===== config.mk =====
export PLATFORM = sky130hd
export DESIGN_NAME = load
export DESIGN_NICKNAME = d
export VERILOG_FILES = /design/src/rtl/load.sv
export SDC_FILE = /design/constraint.sdc
export NUM_CORES = 2
export LEC_CHECK = 0
export CAP_MARGIN = 40
export CORE_MARGIN = 8
export CORE_UTILIZATION = 55
export CTS_CLUSTER_SIZE = 12
export DETAILED_ROUTE_END_ITERATION = 7
export GPL_TIMING_DRIVEN = 0
export HOLD_SLACK_MARGIN = 0.05
export PLACE_DENSITY = 0.95
export SLEW_MARGIN = 20
export SYNTH_ARGS = -nofsm -noshare
export SYNTH_HDL_FRONTEND = slang
export SYNTH_SLANG_ARGS = --single-unit

===== constraint.sdc =====
create_clock -name CLOCK_50 -period 5 [get_ports CLOCK_50]
set_clock_uncertainty 0.05 [all_clocks]
set_input_delay 1 -clock CLOCK_50 [delete_from_list [all_inputs] [get_ports CLOCK_50]]
set_output_delay 1 -clock CLOCK_50 [all_outputs]
set_load 0.01 [all_outputs]

===== src/rtl/load.sv =====
// rtl/load.sv - replays a saved canvas from row RAM as a pixel write stream
module load #(
  parameter int WIDTH  = 640,
  parameter int HEIGHT = 480,
  parameter int RD_LAT = 2
) (
  input  logic             CLOCK_50,
  input  logic             reset,
  input  logic             load_sw,
  input  logic [WIDTH-1:0] q,
  output logic [8:0]       read_addr,
  output logic [10:0]      x,
  output logic [10:0]      y,
  output logic             pixel_color,
  output logic             pixel_write,
  output logic             busy,
  output logic             done
);

  typedef enum logic [2:0] {S_IDLE, S_FETCH, S_WAIT, S_SCAN, S_FINISH} state_t;

  localparam logic [10:0] X_LAST    = 11'(WIDTH - 1);
  localparam logic [8:0]  ROW_LAST  = 9'(HEIGHT - 1);
  localparam logic [7:0]  WAIT_INIT = 8'(RD_LAT - 1);

  state_t           state, state_n;
  logic             load_sw_q;
  logic [8:0]       row, row_n;
  logic [7:0]       wait_cnt, wait_cnt_n;
  // Row word is shifted right as the scan advances, so the next pixel is always bit 1.
  logic [WIDTH-1:0] rowbuf;
  logic             latch_row, shift_row;
  logic [8:0]       read_addr_n;
  logic [10:0]      x_n, y_n;
  logic             pixel_color_n, pixel_write_n, busy_n, done_n;

  // State, datapath and registered outputs; outputs are loaded with the values for the next state.
  always_ff @(posedge CLOCK_50) begin
    if (reset) begin
      state       <= S_IDLE;
      load_sw_q   <= 1'b0;
      row         <= '0;
      wait_cnt    <= '0;
      rowbuf      <= '0;
      read_addr   <= '0;
      x           <= '0;
      y           <= '0;
      pixel_color <= 1'b0;
      pixel_write <= 1'b0;
      busy        <= 1'b0;
      done        <= 1'b0;
    end else begin
      state       <= state_n;
      load_sw_q   <= load_sw;
      row         <= row_n;
      wait_cnt    <= wait_cnt_n;
      if (latch_row)
        rowbuf <= q;
      else if (shift_row)
        rowbuf <= rowbuf >> 1;
      read_addr   <= read_addr_n;
      x           <= x_n;
      y           <= y_n;
      pixel_color <= pixel_color_n;
      pixel_write <= pixel_write_n;
      busy        <= busy_n;
      done        <= done_n;
    end
  end

  // Next-state: start on a load_sw rising edge, abort whenever load_sw drops.
  always_comb begin
    state_n = state;
    case (state)
      S_IDLE:   if (load_sw && !load_sw_q) state_n = S_FETCH;
      S_FETCH:  state_n = load_sw ? S_WAIT : S_IDLE;
      S_WAIT: begin
        if (!load_sw)
          state_n = S_IDLE;
        else if (wait_cnt == 8'd0)
          state_n = S_SCAN;
      end
      S_SCAN: begin
        if (!load_sw)
          state_n = S_IDLE;
        else if (x == X_LAST)
          state_n = (row == ROW_LAST) ? S_FINISH : S_FETCH;
      end
      S_FINISH: if (!load_sw) state_n = S_IDLE;
      default:  state_n = S_IDLE;
    endcase
  end

  // Output and datapath next values; entering IDLE clears everything so an abort leaves no residue.
  always_comb begin
    row_n         = row;
    wait_cnt_n    = wait_cnt;
    latch_row     = 1'b0;
    shift_row     = 1'b0;
    read_addr_n   = read_addr;
    x_n           = x;
    y_n           = y;
    pixel_color_n = pixel_color;
    pixel_write_n = 1'b0;
    busy_n        = (state_n == S_FETCH) || (state_n == S_WAIT) || (state_n == S_SCAN);
    done_n        = (state_n == S_FINISH);
    case (state)
      S_FETCH: begin
        read_addr_n = row;
        wait_cnt_n  = WAIT_INIT;
      end
      S_WAIT: begin
        if (wait_cnt != 8'd0)
          wait_cnt_n = wait_cnt - 8'd1;
        if (state_n == S_SCAN) begin
          latch_row     = 1'b1;
          x_n           = '0;
          y_n           = {2'b00, row};
          pixel_color_n = q[0];
          pixel_write_n = 1'b1;
        end
      end
      S_SCAN: begin
        if (state_n == S_SCAN) begin
          shift_row     = 1'b1;
          x_n           = x + 11'd1;
          pixel_color_n = rowbuf[1];
          pixel_write_n = 1'b1;
        end else if (state_n == S_FETCH) begin
          row_n = row + 9'd1;
        end
      end
      default: ;
    endcase
    if (state_n == S_IDLE) begin
      row_n         = '0;
      read_addr_n   = '0;
      x_n           = '0;
      y_n           = '0;
      pixel_color_n = 1'b0;
    end
  end

endmodule


==> flow_summary.yaml <==
pwr:
  ir_worst_vdd_mv: 0.275
  cellPowerDensity_nw_per_um2: 296
  leakagePower_nw: 14.0
setup_path:
  reg2reg_depth: 10
  required_ps: 3950
  cp-startpoint: "x[7]"
  crit_family: "buffers and inverters"
  cp_num_cells: 1
  cp_slowest_cell: "clkdlybuf4s50_1"
  r2r_slack_ps: 2130
  path_cells: "clkdlybuf4s50_1"
  crit_end: "x[7]"
  path_buf_inv: 1
  r2r-start: "wait_cnt[0]"
  crit_type: "reg2out"
  cp_max_fo: 9
  cp.arrival_ps: 1820
  slowest_delay_ps: 760
  worstReg2RegEnd: "rowbuf[305]"
  start_kind: "flop"
  end_kind: "primary output"
cells_and_area:
  stdcell_count: 4778
  regArea_um2: 13900
  nets: 4527
  drive_above_1_share: 0.229
  fillerInstances: 3999
  area_growth_pct: 30.5
  multi_input_area_um2: 18100
floorplan:
  num_rows: 91
  die_x_um: 264
  io_pins: 678
  start_util: 0.552
  coreArea_um2: 61100
  fp.dieArea_um2: 69500
  die_y_um: 264
clocking:
  numCtsBuffers: 75
  cts_tree: "yes"
  cts.sinks: 693
  ctsRootBufferMaster: "clkbuf_16"
  h-tree-depth: 3
  postCtsSetupBuffers: 0
  clk_path_buf_depth: 3
  insertion_delay_ps: 600
  cts_resized: 0
  ctsHoldBuffers: 0
  clk_pin_slew_ps: 60
detailed_routing:
  wl_met1_mm: 40.6
  dr.pass1.iters: 7
  wl_met2_mm: 51.1
  wl_mm: 105
  wl_per_cell_um: 22.1
  met3_length_mm: 7.54
  avgViaCountPerCell: 5.80
  vias: 27723
  final_antenna_net_count: 0
  dr.first_iter.drc_count: 1979
  drc: 0
  top_layer_used: "met5"
synth:
  netlist_area_um2: 33700
  yosysSeqAreaShare: 0.411
  synth_commonest_cells: "dfxtp_1, nor2_1, mux2i_1, a211oi_2, clkbuf_1"
  synth_cell_types: 46
  yosysWarnings: 0
  synth_ff_type: "dfxtp_1"
  async_flop_share: 0
  synth_edf_count: 0
  postSynthCellCount: 3126
  synth_top_area_cell: "dfxtp_1"
  synth_seq_cells: 693
  ys_top_cells_by_area: "dfxtp_1, a211oi_2, mux2i_1, nor2_1, buf_6"
  yosysMostFrequentCell: "dfxtp_1"
  avgSynthCellArea_um2: 10.8
  synth.top_cell.area_share: 0.411
timing:
  worst_pin_slew_ps: 779
  period_share: 0.575
  finalSetupViolations: 0
  fin_tns_setup_ps: 0
  setup_ws_ps: 2130
  hold_viol_final: 0
  fmax_ghz: 0.348
  rsz0062_at_grt: "false"
  final.min_clock_period_ps: 2870
  maxSlewHeadroom: 0.481
  slew_violations: 0
placement:
  place_inst: 4592
  dpl.hpwl_mm: 76.7
  portBuffers: 674
  gp_congestion: 0.952
  dp_slack_ps: 1530
grt:
  grt_max_degree: 13
  antenna_found_initial: 57
  grt_usage: 0.285
  grt_first_pass_wirelength_mm: 161
  overflow: 0
  grt_pass1_vias: 28894
hold_path:
  holdCritPathClass: "reg2reg"
run:
  cap_violations: 0
run_status:
  status: "finished, final reports clean"
## area by class of cell
class	count	area share
Clock inverter	15	0.00341
Multi-Input combinational cell	2122	0.410
Inverter	10	0.000852
Clock buffer	117	0.0512
Buffer	302	0.0402
Sequential cell	693	0.315
Tap cell	790	0.0224
Timing Repair Buffer	677	0.154
Antenna cell	52	0.00295
## per-layer routing
metal	vias up	global-route usage
li1	12943	-
met1	13441	0.321
met2	1002	0.481
met3	319	0.0762
met4	18	0.170
met5	-	0
## layout by cell type, fill, tap and decap left out, types with 3 or more instances in the layout
cell	n
a211oi_1	5
clkbuf_8	18
a211oi_2	638
or4_1	6
nand3_1	13
buf_6	74
nor2_1	686
ha_1	3
nand2_1	13
clkdlybuf4s50_1	674
nor3_1	12
clkbuf_1	180
xnor2_1	11
and3_1	6
buf_2	69
dfxtp_1	693
o21ai_0	11
or3_1	3
a21oi_1	14
diode_2	52
a311oi_2	3
buf_4	3
clkinv_2	7
a32o_1	3
nand4_1	9
mux2i_1	655
clkbuf_16	77
a2111oi_0	3
inv_1	10
## metrics by stage
stage | util | instance area [um^2] | hold slack [ps] | power, mW
final | 0.720 | 44000 | 430 | 13.0
after floorplan | - | 33700 | 382 | 6.87
after global placement | 0.678 | 41500 | 422 | 7.58
after detailed placement | 0.679 | 41500 | 424 | 7.63
after CTS | 0.718 | 43900 | 439 | 13.1
after global routing | 0.720 | 44000 | 464 | 13.5
## kinds of logic (layout without fill, tap and decap cells)
kind of cell             Yosys count  after routing  share of synthesized area
AO/OA/AOI/OAI                    685            685                      0.246
XOR/XNOR                          13             13                    0.00337
adder cells (fa/ha/maj)            3              3                    0.00111
buffers and inverters            312           1121                     0.0536
flip-flops                       693            693                      0.411
multiplexers                     655            655                      0.194
other                              1             54                   0.000111
AND/OR/NAND/NOR                  764            764                     0.0900
## state kept, by name (all words and copies together), names as in the netlist
name and count:
pixel_write 1, wait_cnt 8, busy 1, rowbuf 639
x 11, load_sw_q 1, done 1, read_addr 9
state 3, pixel_color 1, y 9, row 9
## where the power goes
part | switching (mW) | internal, mW
Clock | 2.32 | 3.16
Sequential | 0.0758 | 5.65
Combinational | 0.893 | 0.924
Total | 3.29 | 9.74
## how the worst min path moves through the flow
stage	cells past startpoint	endpoint	start	slack, ps
6_report	2	rowbuf[639]	rowbuf[639]	430
2_1_floorplan	2	rowbuf[639]	rowbuf[639]	380
3_3_place_gp	2	y[5]	y[5]	420
3_5_place_dp	2	rowbuf[639]	rowbuf[639]	420
5_1_grt	2	rowbuf[639]	rowbuf[639]	460
4_1_cts	2	rowbuf[639]	rowbuf[639]	440
(Power assumes the default switching activity.)
